==> src/rtl/sram_arb_pkg.sv <==
// Shared types and widths for the SRAM port-0 arbiter.
package sram_arb_pkg;
  localparam int SRAM_AW = 9;
  localparam int SRAM_DW = 32;
  localparam int SRAM_MW = 4;

  typedef enum logic [1:0] {
    IDLE     = 2'd0,
    CPU_DATA = 2'd1,
    WB_ACK   = 2'd2
  } arb_state_t;
endpackage

==> src/rtl/sram_port_arbiter_if.sv <==
// Bundles the Wishbone slave, core data-RAM and SRAM port-0 signals seen by the arbiter.
interface sram_port_arbiter_if;
  import sram_arb_pkg::*;

  logic               wbs_cyc_i;
  logic               wbs_stb_i;
  logic               wbs_we_i;
  logic [3:0]         wbs_sel_i;
  logic [31:0]        wbs_adr_i;
  logic [31:0]        wbs_dat_i;
  logic               wbs_ack_o;
  logic [31:0]        wbs_dat_o;

  logic               cpu_req_i;
  logic               cpu_we_i;
  logic [SRAM_AW-1:0] cpu_addr_i;
  logic [SRAM_DW-1:0] cpu_wdata_i;
  logic [SRAM_MW-1:0] cpu_wmask_i;
  logic               cpu_gnt_o;
  logic               cpu_rvalid_o;
  logic [SRAM_DW-1:0] cpu_rdata_o;

  logic               ram_csb0_o;
  logic               ram_web0_o;
  logic [SRAM_MW-1:0] ram_wmask0_o;
  logic [SRAM_AW-1:0] ram_addr0_o;
  logic [SRAM_DW-1:0] ram_din0_o;
  logic [SRAM_DW-1:0] ram_dout0_i;

  modport slave (
    input  wbs_cyc_i, wbs_stb_i, wbs_we_i, wbs_sel_i, wbs_adr_i, wbs_dat_i,
    output wbs_ack_o, wbs_dat_o,
    input  cpu_req_i, cpu_we_i, cpu_addr_i, cpu_wdata_i, cpu_wmask_i,
    output cpu_gnt_o, cpu_rvalid_o, cpu_rdata_o,
    output ram_csb0_o, ram_web0_o, ram_wmask0_o, ram_addr0_o, ram_din0_o,
    input  ram_dout0_i
  );

  modport master (
    output wbs_cyc_i, wbs_stb_i, wbs_we_i, wbs_sel_i, wbs_adr_i, wbs_dat_i,
    input  wbs_ack_o, wbs_dat_o,
    output cpu_req_i, cpu_we_i, cpu_addr_i, cpu_wdata_i, cpu_wmask_i,
    input  cpu_gnt_o, cpu_rvalid_o, cpu_rdata_o,
    input  ram_csb0_o, ram_web0_o, ram_wmask0_o, ram_addr0_o, ram_din0_o,
    output ram_dout0_i
  );
endinterface

==> src/rtl/sram_arb_prio.sv <==
// Winner select for SRAM port 0: core by default, Wishbone forced after MAX_WAIT lost cycles.
module sram_arb_prio #(
  parameter int MAX_WAIT = 4
) (
  input  logic clk,
  input  logic rst_n,
  input  logic cpu_req,
  input  logic wb_req,
  input  logic wb_hit,
  output logic cpu_win,
  output logic wb_win,
  output logic wb_forced
);
  localparam int CW = $clog2(MAX_WAIT + 1);

  logic [CW-1:0] wait_cnt_reg;
  logic          wait_at_max;

  assign wait_at_max = (wait_cnt_reg == CW'(MAX_WAIT));

  // A window miss never touches the SRAM, so it is granted at once; the core
  // loses only that single cycle because the following ack cycle blocks Wishbone.
  // Wins are gated by reset so the macro is deselected the instant reset asserts.
  always_comb begin
    wb_win    = rst_n & wb_req & (~wb_hit | ~cpu_req | wait_at_max);
    cpu_win   = rst_n & cpu_req & ~wb_win;
    wb_forced = wb_win & wb_hit & cpu_req;
  end

  always_ff @(posedge clk or negedge rst_n) begin
    if (!rst_n) begin
      wait_cnt_reg <= '0;
    end else if (wb_win) begin
      wait_cnt_reg <= '0;
    end else if (wb_req && wb_hit && cpu_req && !wait_at_max) begin
      wait_cnt_reg <= wait_cnt_reg + CW'(1);
    end
  end
endmodule

==> src/rtl/sram_port_arbiter.sv <==
// Shares SRAM port 0 between the Wishbone slave and the core data-RAM interface.
// Define SRAM_ARB_STATS_EN to add the conflict / forced-grant statistics ports.
module sram_port_arbiter
  import sram_arb_pkg::*;
#(
  parameter logic [31:0] WB_BASE     = 32'h3000_0000,
  parameter int          WB_WIN_BITS = 11,
  parameter int          MAX_WAIT    = 4
) (
  input  logic                 wb_clk_i,
  input  logic                 wb_rst_n_i,
  sram_port_arbiter_if.slave   bus
`ifdef SRAM_ARB_STATS_EN
  ,
  output logic [15:0]          conflict_cnt_o,
  output logic [7:0]           wb_force_cnt_o
`endif
);
  arb_state_t         state_reg;
  logic               wb_rd_reg;
  logic               cpu_rd_reg;
  logic [SRAM_DW-1:0] cpu_rdata_reg;

  logic               wb_req;
  logic               wb_hit;
  logic               cpu_win;
  logic               wb_win;
  logic               wb_forced;
  logic [SRAM_AW-1:0] wb_word;
  logic               unused_adr_bits;

  assign wb_req          = bus.wbs_cyc_i & bus.wbs_stb_i & (state_reg != WB_ACK);
  assign wb_hit          = (bus.wbs_adr_i[31:WB_WIN_BITS] == WB_BASE[31:WB_WIN_BITS]);
  assign wb_word         = bus.wbs_adr_i[SRAM_AW+1:2];
  assign unused_adr_bits = ^bus.wbs_adr_i[1:0];

  sram_arb_prio #(
    .MAX_WAIT (MAX_WAIT)
  ) u_prio (
    .clk       (wb_clk_i),
    .rst_n     (wb_rst_n_i),
    .cpu_req   (bus.cpu_req_i),
    .wb_req    (wb_req),
    .wb_hit    (wb_hit),
    .cpu_win   (cpu_win),
    .wb_win    (wb_win),
    .wb_forced (wb_forced)
  );

  always_comb begin
    bus.ram_csb0_o   = 1'b1;
    bus.ram_web0_o   = 1'b1;
    bus.ram_wmask0_o = '0;
    bus.ram_addr0_o  = '0;
    bus.ram_din0_o   = '0;
    if (wb_win && wb_hit) begin
      bus.ram_csb0_o   = 1'b0;
      bus.ram_web0_o   = ~bus.wbs_we_i;
      bus.ram_wmask0_o = bus.wbs_sel_i;
      bus.ram_addr0_o  = wb_word;
      bus.ram_din0_o   = bus.wbs_dat_i;
    end else if (cpu_win) begin
      bus.ram_csb0_o   = 1'b0;
      bus.ram_web0_o   = ~bus.cpu_we_i;
      bus.ram_wmask0_o = bus.cpu_wmask_i;
      bus.ram_addr0_o  = bus.cpu_addr_i;
      bus.ram_din0_o   = bus.cpu_wdata_i;
    end
  end

  always_ff @(posedge wb_clk_i or negedge wb_rst_n_i) begin
    if (!wb_rst_n_i) begin
      state_reg     <= IDLE;
      wb_rd_reg     <= 1'b0;
      cpu_rd_reg    <= 1'b0;
      cpu_rdata_reg <= '0;
    end else begin
      if (state_reg == CPU_DATA && cpu_rd_reg) begin
        cpu_rdata_reg <= bus.ram_dout0_i;
      end
      if (cpu_win) begin
        state_reg  <= CPU_DATA;
        cpu_rd_reg <= ~bus.cpu_we_i;
      end else if (wb_win) begin
        state_reg <= WB_ACK;
        wb_rd_reg <= ~bus.wbs_we_i & wb_hit;
      end else begin
        state_reg <= IDLE;
      end
    end
  end

  // Ack is qualified by cyc so a master that abandoned the cycle never sees it.
  assign bus.wbs_ack_o    = (state_reg == WB_ACK) & bus.wbs_cyc_i;
  assign bus.wbs_dat_o    = (bus.wbs_ack_o && wb_rd_reg) ? bus.ram_dout0_i : '0;
  assign bus.cpu_gnt_o    = cpu_win;
  assign bus.cpu_rvalid_o = (state_reg == CPU_DATA) & cpu_rd_reg;
  assign bus.cpu_rdata_o  = bus.cpu_rvalid_o ? bus.ram_dout0_i : cpu_rdata_reg;

`ifdef SRAM_ARB_STATS_EN
  logic [15:0] conflict_cnt_reg;
  logic [7:0]  wb_force_cnt_reg;

  always_ff @(posedge wb_clk_i or negedge wb_rst_n_i) begin
    if (!wb_rst_n_i) begin
      conflict_cnt_reg <= '0;
      wb_force_cnt_reg <= '0;
    end else begin
      if (bus.cpu_req_i && wb_req && conflict_cnt_reg != 16'hFFFF) begin
        conflict_cnt_reg <= conflict_cnt_reg + 16'd1;
      end
      if (wb_forced && wb_force_cnt_reg != 8'hFF) begin
        wb_force_cnt_reg <= wb_force_cnt_reg + 8'd1;
      end
    end
  end

  assign conflict_cnt_o = conflict_cnt_reg;
  assign wb_force_cnt_o = wb_force_cnt_reg;
`else
  logic unused_forced;
  assign unused_forced = wb_forced;
`endif
endmodule

==> src/flat_wrapper.sv <==
// flat-port wrapper written by rule: the top's interface ports become plain ports
module sram_port_arbiter_flat import sram_arb_pkg::*;
#(
  parameter logic [31:0] WB_BASE     = 32'h3000_0000,
  parameter int          WB_WIN_BITS = 11,
  parameter int          MAX_WAIT    = 4
)
  (wb_clk_i, wb_rst_n_i, bus_wbs_cyc_i, bus_wbs_stb_i, bus_wbs_we_i, bus_wbs_sel_i, bus_wbs_adr_i, bus_wbs_dat_i, bus_wbs_ack_o, bus_wbs_dat_o, bus_cpu_req_i, bus_cpu_we_i, bus_cpu_addr_i, bus_cpu_wdata_i, bus_cpu_wmask_i, bus_cpu_gnt_o, bus_cpu_rvalid_o, bus_cpu_rdata_o, bus_ram_csb0_o, bus_ram_web0_o, bus_ram_wmask0_o, bus_ram_addr0_o, bus_ram_din0_o, bus_ram_dout0_i);
  sram_port_arbiter_if bus_i ();
  input  logic wb_clk_i;
  input  logic wb_rst_n_i;
  input wire logic [$bits(bus_i.wbs_cyc_i)-1:0] bus_wbs_cyc_i;
  input wire logic [$bits(bus_i.wbs_stb_i)-1:0] bus_wbs_stb_i;
  input wire logic [$bits(bus_i.wbs_we_i)-1:0] bus_wbs_we_i;
  input wire logic [$bits(bus_i.wbs_sel_i)-1:0] bus_wbs_sel_i;
  input wire logic [$bits(bus_i.wbs_adr_i)-1:0] bus_wbs_adr_i;
  input wire logic [$bits(bus_i.wbs_dat_i)-1:0] bus_wbs_dat_i;
  output wire logic [$bits(bus_i.wbs_ack_o)-1:0] bus_wbs_ack_o;
  output wire logic [$bits(bus_i.wbs_dat_o)-1:0] bus_wbs_dat_o;
  input wire logic [$bits(bus_i.cpu_req_i)-1:0] bus_cpu_req_i;
  input wire logic [$bits(bus_i.cpu_we_i)-1:0] bus_cpu_we_i;
  input wire logic [$bits(bus_i.cpu_addr_i)-1:0] bus_cpu_addr_i;
  input wire logic [$bits(bus_i.cpu_wdata_i)-1:0] bus_cpu_wdata_i;
  input wire logic [$bits(bus_i.cpu_wmask_i)-1:0] bus_cpu_wmask_i;
  output wire logic [$bits(bus_i.cpu_gnt_o)-1:0] bus_cpu_gnt_o;
  output wire logic [$bits(bus_i.cpu_rvalid_o)-1:0] bus_cpu_rvalid_o;
  output wire logic [$bits(bus_i.cpu_rdata_o)-1:0] bus_cpu_rdata_o;
  output wire logic [$bits(bus_i.ram_csb0_o)-1:0] bus_ram_csb0_o;
  output wire logic [$bits(bus_i.ram_web0_o)-1:0] bus_ram_web0_o;
  output wire logic [$bits(bus_i.ram_wmask0_o)-1:0] bus_ram_wmask0_o;
  output wire logic [$bits(bus_i.ram_addr0_o)-1:0] bus_ram_addr0_o;
  output wire logic [$bits(bus_i.ram_din0_o)-1:0] bus_ram_din0_o;
  input wire logic [$bits(bus_i.ram_dout0_i)-1:0] bus_ram_dout0_i;
  assign bus_i.wbs_cyc_i = bus_wbs_cyc_i;
  assign bus_i.wbs_stb_i = bus_wbs_stb_i;
  assign bus_i.wbs_we_i = bus_wbs_we_i;
  assign bus_i.wbs_sel_i = bus_wbs_sel_i;
  assign bus_i.wbs_adr_i = bus_wbs_adr_i;
  assign bus_i.wbs_dat_i = bus_wbs_dat_i;
  assign bus_wbs_ack_o = bus_i.wbs_ack_o;
  assign bus_wbs_dat_o = bus_i.wbs_dat_o;
  assign bus_i.cpu_req_i = bus_cpu_req_i;
  assign bus_i.cpu_we_i = bus_cpu_we_i;
  assign bus_i.cpu_addr_i = bus_cpu_addr_i;
  assign bus_i.cpu_wdata_i = bus_cpu_wdata_i;
  assign bus_i.cpu_wmask_i = bus_cpu_wmask_i;
  assign bus_cpu_gnt_o = bus_i.cpu_gnt_o;
  assign bus_cpu_rvalid_o = bus_i.cpu_rvalid_o;
  assign bus_cpu_rdata_o = bus_i.cpu_rdata_o;
  assign bus_ram_csb0_o = bus_i.ram_csb0_o;
  assign bus_ram_web0_o = bus_i.ram_web0_o;
  assign bus_ram_wmask0_o = bus_i.ram_wmask0_o;
  assign bus_ram_addr0_o = bus_i.ram_addr0_o;
  assign bus_ram_din0_o = bus_i.ram_din0_o;
  assign bus_i.ram_dout0_i = bus_ram_dout0_i;
  sram_port_arbiter #(.WB_BASE(WB_BASE), .WB_WIN_BITS(WB_WIN_BITS), .MAX_WAIT(MAX_WAIT)) u_core (.wb_clk_i(wb_clk_i), .wb_rst_n_i(wb_rst_n_i), .bus(bus_i));
endmodule
==> config.mk <==
export PLATFORM = sky130hd
export DESIGN_NAME = sram_port_arbiter_flat
export DESIGN_NICKNAME = d
export VERILOG_FILES = /design/src/rtl/sram_arb_pkg.sv /design/src/rtl/sram_port_arbiter_if.sv /design/src/rtl/sram_arb_prio.sv /design/src/rtl/sram_port_arbiter.sv /design/src/flat_wrapper.sv
export SDC_FILE = /design/constraint.sdc
export NUM_CORES = 1
export LEC_CHECK = 0
export BUFFER_PORTS_ARGS = -buffer_cell sky130_fd_sc_hd__buf_2
export CORE_MARGIN = 5
export CORE_UTILIZATION = 40
export DETAILED_ROUTE_END_ITERATION = 6
export PLACE_DENSITY = 0.93
export SYNTH_ARGS = -nofsm -noshare
export SYNTH_HDL_FRONTEND = slang
export SYNTH_SLANG_ARGS = --single-unit
==> constraint.sdc <==
create_clock -name wb_clk_i -period 3.99 [get_ports wb_clk_i]
set_input_delay 0.5985 -clock wb_clk_i [delete_from_list [all_inputs] [get_ports wb_clk_i]]
set_output_delay 0.5985 -clock wb_clk_i [all_outputs]
set_load 0.05 [all_outputs]
==> metrics, run 1 <==
Num Clock Sinks 39; sw frac 0.4603; antenna-violating nets left 0; Setup Skew about 0.0053 ns; final hold slack between 0.2 and 0.25 ns; IO Count between 200 and 300; Netlist cell types 40; Inserted Clock Buffers 5; Syn-to-layout area delta 42.45%; WL final between 10 and 15 mm; Fin Setup TNS 0 ns; I/O Buffers between 200 and 300; ys async rst share 1.000; Synth warnings 0; relative slew slack 0.3803; Lkg Pwr approximately 3.0 nW; Critical Path Most Common Cell buf_2; clk slew on worst S/H paths ~0.06 ns; die extent in y 102.6 µm; syn_area_per_cell 6.238 µm²; TritonCTS clock tree built; Seq cells post-synth 39; Cells after Synth between 500 and 600; Psw 0.8095 mW; sequential element share of the synthesized area 0.2845; DR top layer met4; global-route wire length before repair between 15 and 20 mm; Critical Path AT between 2 and 2.5 ns; P_int 0.9490 mW; Hold-fix buffers, CTS 0; post-synthesis compound-gate area fraction 0.2454; maxcap violations 0; die area 10530 µm²; Routed met3 length 1.576 mm; dpl cells roughly 880; critical path launch point type input port; most common cell after layout, fill and taps aside buf_2; Max FO, Critical Path 46; Max VDD drop roughly 0.00023 V; class of the worst hold path input port to asynchronous set/reset pin; drt pass-1 iters 5; Synth Area in Simple Gates 0.3406; net count after synthesis about 700; XOR/XNOR Fraction of Synth Area 0; met2 wire len between 6 and 7 mm; Syn Std Cell Area 3431 µm²; EDFF count, synth 0; post-DP HPWL approximately 9.5 mm; CP Cell Sequence buf_2, or4_1, nor2_4, buf_4, a31oi_1, o21ai_0, buf_2; Die Span X 102.6 µm; Worst Max-Slew Pin Slew just over 0.9 ns; Main synth FF type dfrtp_1; # Post-CTS Setup Buffers 0; WL/cell 13.88 µm; GRT overflow 0; Worst Setup End Kind output port; outcome complete, no violations; part of the power in registers 0.296; mux contribution to synthesized area 0.003282; most frequent cells in the layout buf_2, nand2_1, nor2_1, inv_1, nand3_1; met1 WL approximately 4.4 mm; All-Layer GR Usage 0.2132; Initial Util 0.4134; Setup CP Type input port to output port; fraction of layout cells with a size suffix above 1 0.3715; post_cts resized 0; clk root buf clkbuf_8; number of flip-flops in the largest register 32; pin count of the biggest net entering global routing 53; Core Footprint slightly above 8000 µm²; RSZ-0062 raised after global routing false; final hold vios 0; DR vias 4716; DRC Markers 0; Worst Path Required 3.39 ns; CTS H-tree lvls 2; GP Congestion 0.8954; Clock Latency Late Sink around 0.28 ns; worst-case reg-to-reg path depth 7; nets@finish 931; FMAX 324.7 MHz; Critical-path top delay cell or4_1; largest family of logic cells by synthesized area simple AND/OR/NAND/NOR gates; final period utilization 0.7720; Layout Cells excl Fill 884; clock network power share 0.212; post-synthesis adder-cell area fraction 0.007294; Initial DRC Count approximately 190; Max Buffers Root-to-Sink 2; # fillers about 800; vias per inst between 5 and 6; power density cells 359.8 nW/µm²; initial antenna violation count 1; final slew viol count 0; site row count 33; vias in the first global route ~4100; final setup vio count 0; Comb power frac 0.492; Max stage delay on crit path between 0.5 and 0.6 ns; Final min period 3.080 ns
## synthesized netlist by cell type, types with 4 or more instances
cell / n / area share
dfrtp_1: 39 / 0.28
o21ai_1: 8 / 0.012
buf_2: 8 / 0.012
and3_1: 33 / 0.060
a31oi_1: 46 / 0.084
a21oi_1: 47 / 0.069
clkbuf_1: 41 / 0.045
buf_1: 4 / 0.0044
nor2_1: 52 / 0.057
inv_1: 50 / 0.055
nand3_1: 50 / 0.073
nand2_1: 100 / 0.11
o21ai_0: 39 / 0.057
## critical path, delay by kind of cell
family / cells / cell delay [ns]
AND/OR/NAND/NOR: 2 / 0.73
buffers and inverters: 3 / 0.83
AO/OA/AOI/OAI: 2 / 0.30
## area by class of cell
| type | instances | area [µm²] | area share |
|---|---|---|---|
| multi-input combinational | 407 | 2056 | 0.4206 |
| timing repair buffer | 274 | 1401 | 0.2867 |
| sequential | 39 | 975.9 | 0.1997 |
| inverter | 50 | 187.7 | 0.03840 |
| tap | 105 | 131.4 | 0.02688 |
| clock buffer | 6 | 72.57 | 0.01485 |
| clock inverter | 2 | 60.06 | 0.01229 |
| antenna | 1 | 2.502 | 0.0005120 |
## metrics by stage
step / instance area [µm²] / setup slack, ns / util / total power, mW
6_report: 4887 / 0.9098 / 0.5889 / 1.758
5_1_grt: 4887 / 0.7665 / 0.5889 / 1.854
4_1_cts: 4885 / 0.9491 / 0.5886 / 1.772
3_5_place_dp: 4752 / 0.9527 / 0.5726 / 1.398
3_3_place_gp: 4752 / 0.9380 / 0.5726 / 1.380
2_1_floorplan: 3431 / 0.6251 / - / 1.145
## metal layers
metal | vias to the layer above | global-route usage
met3 | 19 | 0.05345
met2 | 281 | 0.3908
met5 | - | 0
met4 | 0 | 0.05954
li1 | 2338 | -
met1 | 2078 | 0.2446
## cells by family after synthesis
| family | after synthesis |
|---|---|
| muxes | 1 |
| buffers and inverters | 104 |
| and+or+nand+nor | 254 |
| AOI/OAI and AO/OA | 150 |
| adders and majority gates | 2 |
| DFF | 39 |
## worst paths after layout
check	to	startpoint	slack, ns
worst max-delay path	bus_ram_din0_o[23]	bus_wbs_adr_i[20]	0.91
worst min-delay path	u_core.cpu_rdata_reg[19]	wb_rst_n_i	0.21
worst max register to register	u_core.cpu_rd_reg	u_core.u_prio.wait_cnt_reg[0]	2.13
worst min register to register	u_core.cpu_rdata_reg[15]	u_core.cpu_rdata_reg[15]	0.47
max in group asynchronous	u_core.cpu_rdata_reg[24]	wb_rst_n_i	3.14
min in group wb_clk_i	u_core.cpu_rdata_reg[15]	u_core.cpu_rdata_reg[15]	0.47
## power by group through the flow
| stage | registers (mW) | logic (mW) | clock network (mW) |
|---|---|---|---|
| final | 0.521 | 0.865 | 0.372 |
| after global routing | 0.531 | 0.929 | 0.394 |
| after CTS | 0.521 | 0.871 | 0.380 |
| after detailed placement | 0.529 | 0.870 | 0 |
| after global placement | 0.522 | 0.857 | 0 |
| after floorplan | 0.521 | 0.624 | 0 |
Note: power is estimated with default switching activity, not from simulation.
==> run 2: changes to the inputs <==
--- a/config.mk
+++ b/config.mk
@@ -6,10 +6,11 @@
 export NUM_CORES = 1
 export LEC_CHECK = 0
 export BUFFER_PORTS_ARGS = -buffer_cell sky130_fd_sc_hd__buf_2
+export CORE_ASPECT_RATIO = 1.4
 export CORE_MARGIN = 5
-export CORE_UTILIZATION = 40
+export CORE_UTILIZATION = 37
 export DETAILED_ROUTE_END_ITERATION = 6
-export PLACE_DENSITY = 0.93
+export PLACE_DENSITY = 0.91
 export SYNTH_ARGS = -nofsm -noshare
 export SYNTH_HDL_FRONTEND = slang
 export SYNTH_SLANG_ARGS = --single-unit
==> constraint.sdc (replaced) <==
create_clock -name wb_clk_i -period 2.8 [get_ports wb_clk_i]
set_input_delay 0.42 -clock wb_clk_i [delete_from_list [all_inputs] [get_ports wb_clk_i]]
set_output_delay 0.42 -clock wb_clk_i [all_outputs]
set_load 0.05 [all_outputs]
==> run 2 against run 1 <==
Effect of this change: register-to-register slack worse by 1.2 ns; setup slack worse by 0.86 ns; clock power up 45%; sequential share of layout area down 0.83 points; combinational power up 46%; largest cell class unchanged; largest power group unchanged.
==> metrics, run 2 (synthesized netlist as in run 1, its figures left out) <==
total power 2.540 mW (+44%); post-DP HPWL 10.30 mm (+8.0%); drt pass-1 iters 4 (-1); Worst Setup End Kind output port; vias per inst 5.242 (-1.7%); final period utilization 0.9825; Num Clock Sinks 39 (unchanged); FF-to-FF Start u_core.u_prio.wait_cnt_reg[0]; final slew viol count 0 (unchanged); global-route wire length before repair 19.79 mm (+7.7%); pin count of the biggest net entering global routing 48 (-9.4%); final hold vios 0 (unchanged); most frequent cells in the layout buf_2, nand2_1, nor2_1, inv_1, nand3_1; vias in the first global route 4249 (+4.9%); DR vias 4713 (-0.064%); RSZ-0062 raised after global routing true; Syn-to-layout area delta 48.65%; DRC Markers 0 (unchanged); Max FO, Critical Path 15 (-67%); most common cell after layout, fill and taps aside buf_2; reg-to-reg setup timing slack 0.90 ns (-1.23 ns); antenna-violating nets left 0 (unchanged); fraction of layout cells with a size suffix above 1 0.3838 (+0.01237); initial antenna violation count 0 (-1); final hold slack 0.3560 ns (+0.1433 ns); relative slew slack 0.5040 (+0.1237); worst-case reg-to-reg path depth 6 (-1); Clock Latency Late Sink 0.28 ns (about the same); RR Endpoint u_core.cpu_rd_reg; CTS H-tree lvls 2 (unchanged); Setup CP Type input port to output port; power density cells 498.1 nW/µm² (+38%); final setup vio count 0 (unchanged); Initial Util 0.3800 (-0.03340); Layout Cells excl Fill 899 (+1.7%); Inserted Clock Buffers 5 (unchanged); IO Count 266 (unchanged); Lkg Pwr 3.044 nW (+3.0%); clk slew on worst S/H paths 0.06 ns (about the same); class of the worst hold path input port to register; Critical Path AT 2.33 ns (-0.15 ns); Max Buffers Root-to-Sink 2 (unchanged); clk root buf clkbuf_16; maxcap violations 0 (unchanged); critical path launch point type input port; Core Footprint 9029 µm² (+8.8%); Fin Setup TNS 0 ns (unchanged); number of flip-flops in the largest register 32 (unchanged); outcome complete, no violations; Crit. Startpoint wb_rst_n_i; WL final 12.83 mm (+4.6%); Final min period approximately 2.8 ns; I/O Buffers 263 (unchanged); Worst Path Required 2.38 ns (-1.01 ns); FMAX 363.5 MHz; die extent in y 123.9 µm (+21%); All-Layer GR Usage 0.2106 (-0.002573); site row count 41 (+24%); GRT overflow 0 (unchanged); Worst Max-Slew Pin Slew 0.7440 ns (-0.1845 ns); Max VDD drop 0.0004910 V (+110%); GP Congestion 0.8901 (-0.59%); dpl cells 890 (+1.7%); nets@finish 945 (+1.5%); Setup Skew 0.005355 ns (+0.00001310 ns); TritonCTS clock tree built; # fillers 848 (+5.5%); WL/cell 14.28 µm (+2.8%); die area 11330 µm² (+7.6%); Initial DRC Count 235 (+21%); final design utilization 0.5649 (-0.02402); ANT cells 0 (-1); Die Span X 91.38 µm (-11%); Worst setup endpoint bus_ram_din0_o[20]
run 2: changes by cell type in the layout (fill, tap and decap cells not counted), moves of 2 or more:
| cell | change |
|---|---|
| bufinv_16 | -2 |
| clkinvlp_4 | +2 |
| clkbuf_4 | +2 |
| o21ai_1 | +4 |
| buf_12 | +5 |
| buf_4 | +11 |
| clkbuf_8 | -5 |
| o21ai_0 | -4 |
| clkbuf_16 | +5 |
| buf_2 | -7 |
run 2: worst min-delay path by stage:
stage                              startpoint                        to  depth (start not counted)
after floorplan                    wb_rst_n_i         u_core.cpu_rd_reg                          0
after global placement             wb_rst_n_i          u_core.wb_rd_reg                          1
after detailed placement           wb_rst_n_i       u_core.state_reg[1]                          1
after CTS                  bus_ram_dout0_i[4]   u_core.cpu_rdata_reg[4]                          3
after global routing      bus_ram_dout0_i[10]  u_core.cpu_rdata_reg[10]                          3
final                      bus_ram_dout0_i[4]   u_core.cpu_rdata_reg[4]                          3
run 2: per-stage QoR:
step	cell area, µm²	worst slack (ns)
floorplan	3431	-0.2079
global route	5100	-0.04683
detailed placement	4921	0.003875
finish	5100	0.04904
global placement	4921	-0.008779
CTS	5080	0.01025
run 2: what timing repair did:
action / 4_1_cts / 5_1_grt
setup endpoints to repair: 1 / 37
cloned: 0 / 0
setup buffers: 0 / 0
resized for setup: 1 / 13
endpoints found under the hold margin: 2 / 0
hold buffers: 1 / 0
run 2: worst max-delay path: stages:
cell and delay, ns:
dlygate4sd3_1 0.54, buf_4 0.23, and3_1 0.25, nand4_2 0.16
buf_4 0.21, o21ai_0 0.19, buf_2 0.32
run 2: per-layer routing:
metal	GRT usage	vias up	part of all wire
met5	0	-	0
met4	0.08991	0	0.030
met3	0.03988	24	0.090
met2	0.3893	237	0.52
met1	0.2336	2090	0.36
li1	-	2362	-
run 2: report_power, final:
group	internal, mW	switching, mW	leakage, nW
clock network	0.327	0.212	0.0658
logic	0.310	0.949	2.50
registers	0.704	0.0390	0.482
total	1.34	1.20	3.04
run 2: final cells by class:
| cell class | instances | area [µm²] | area share |
|---|---|---|---|
| clock buffers | 5 | 125.1 | 0.02453 |
| clock inverters | 3 | 20.02 | 0.003925 |
| inverters | 50 | 187.7 | 0.03680 |
| multi-input cells | 407 | 2057 | 0.4033 |
| flip-flops and latches | 39 | 975.9 | 0.1914 |
| well taps | 107 | 133.9 | 0.02625 |
| repair buffers | 288 | 1600 | 0.3138 |
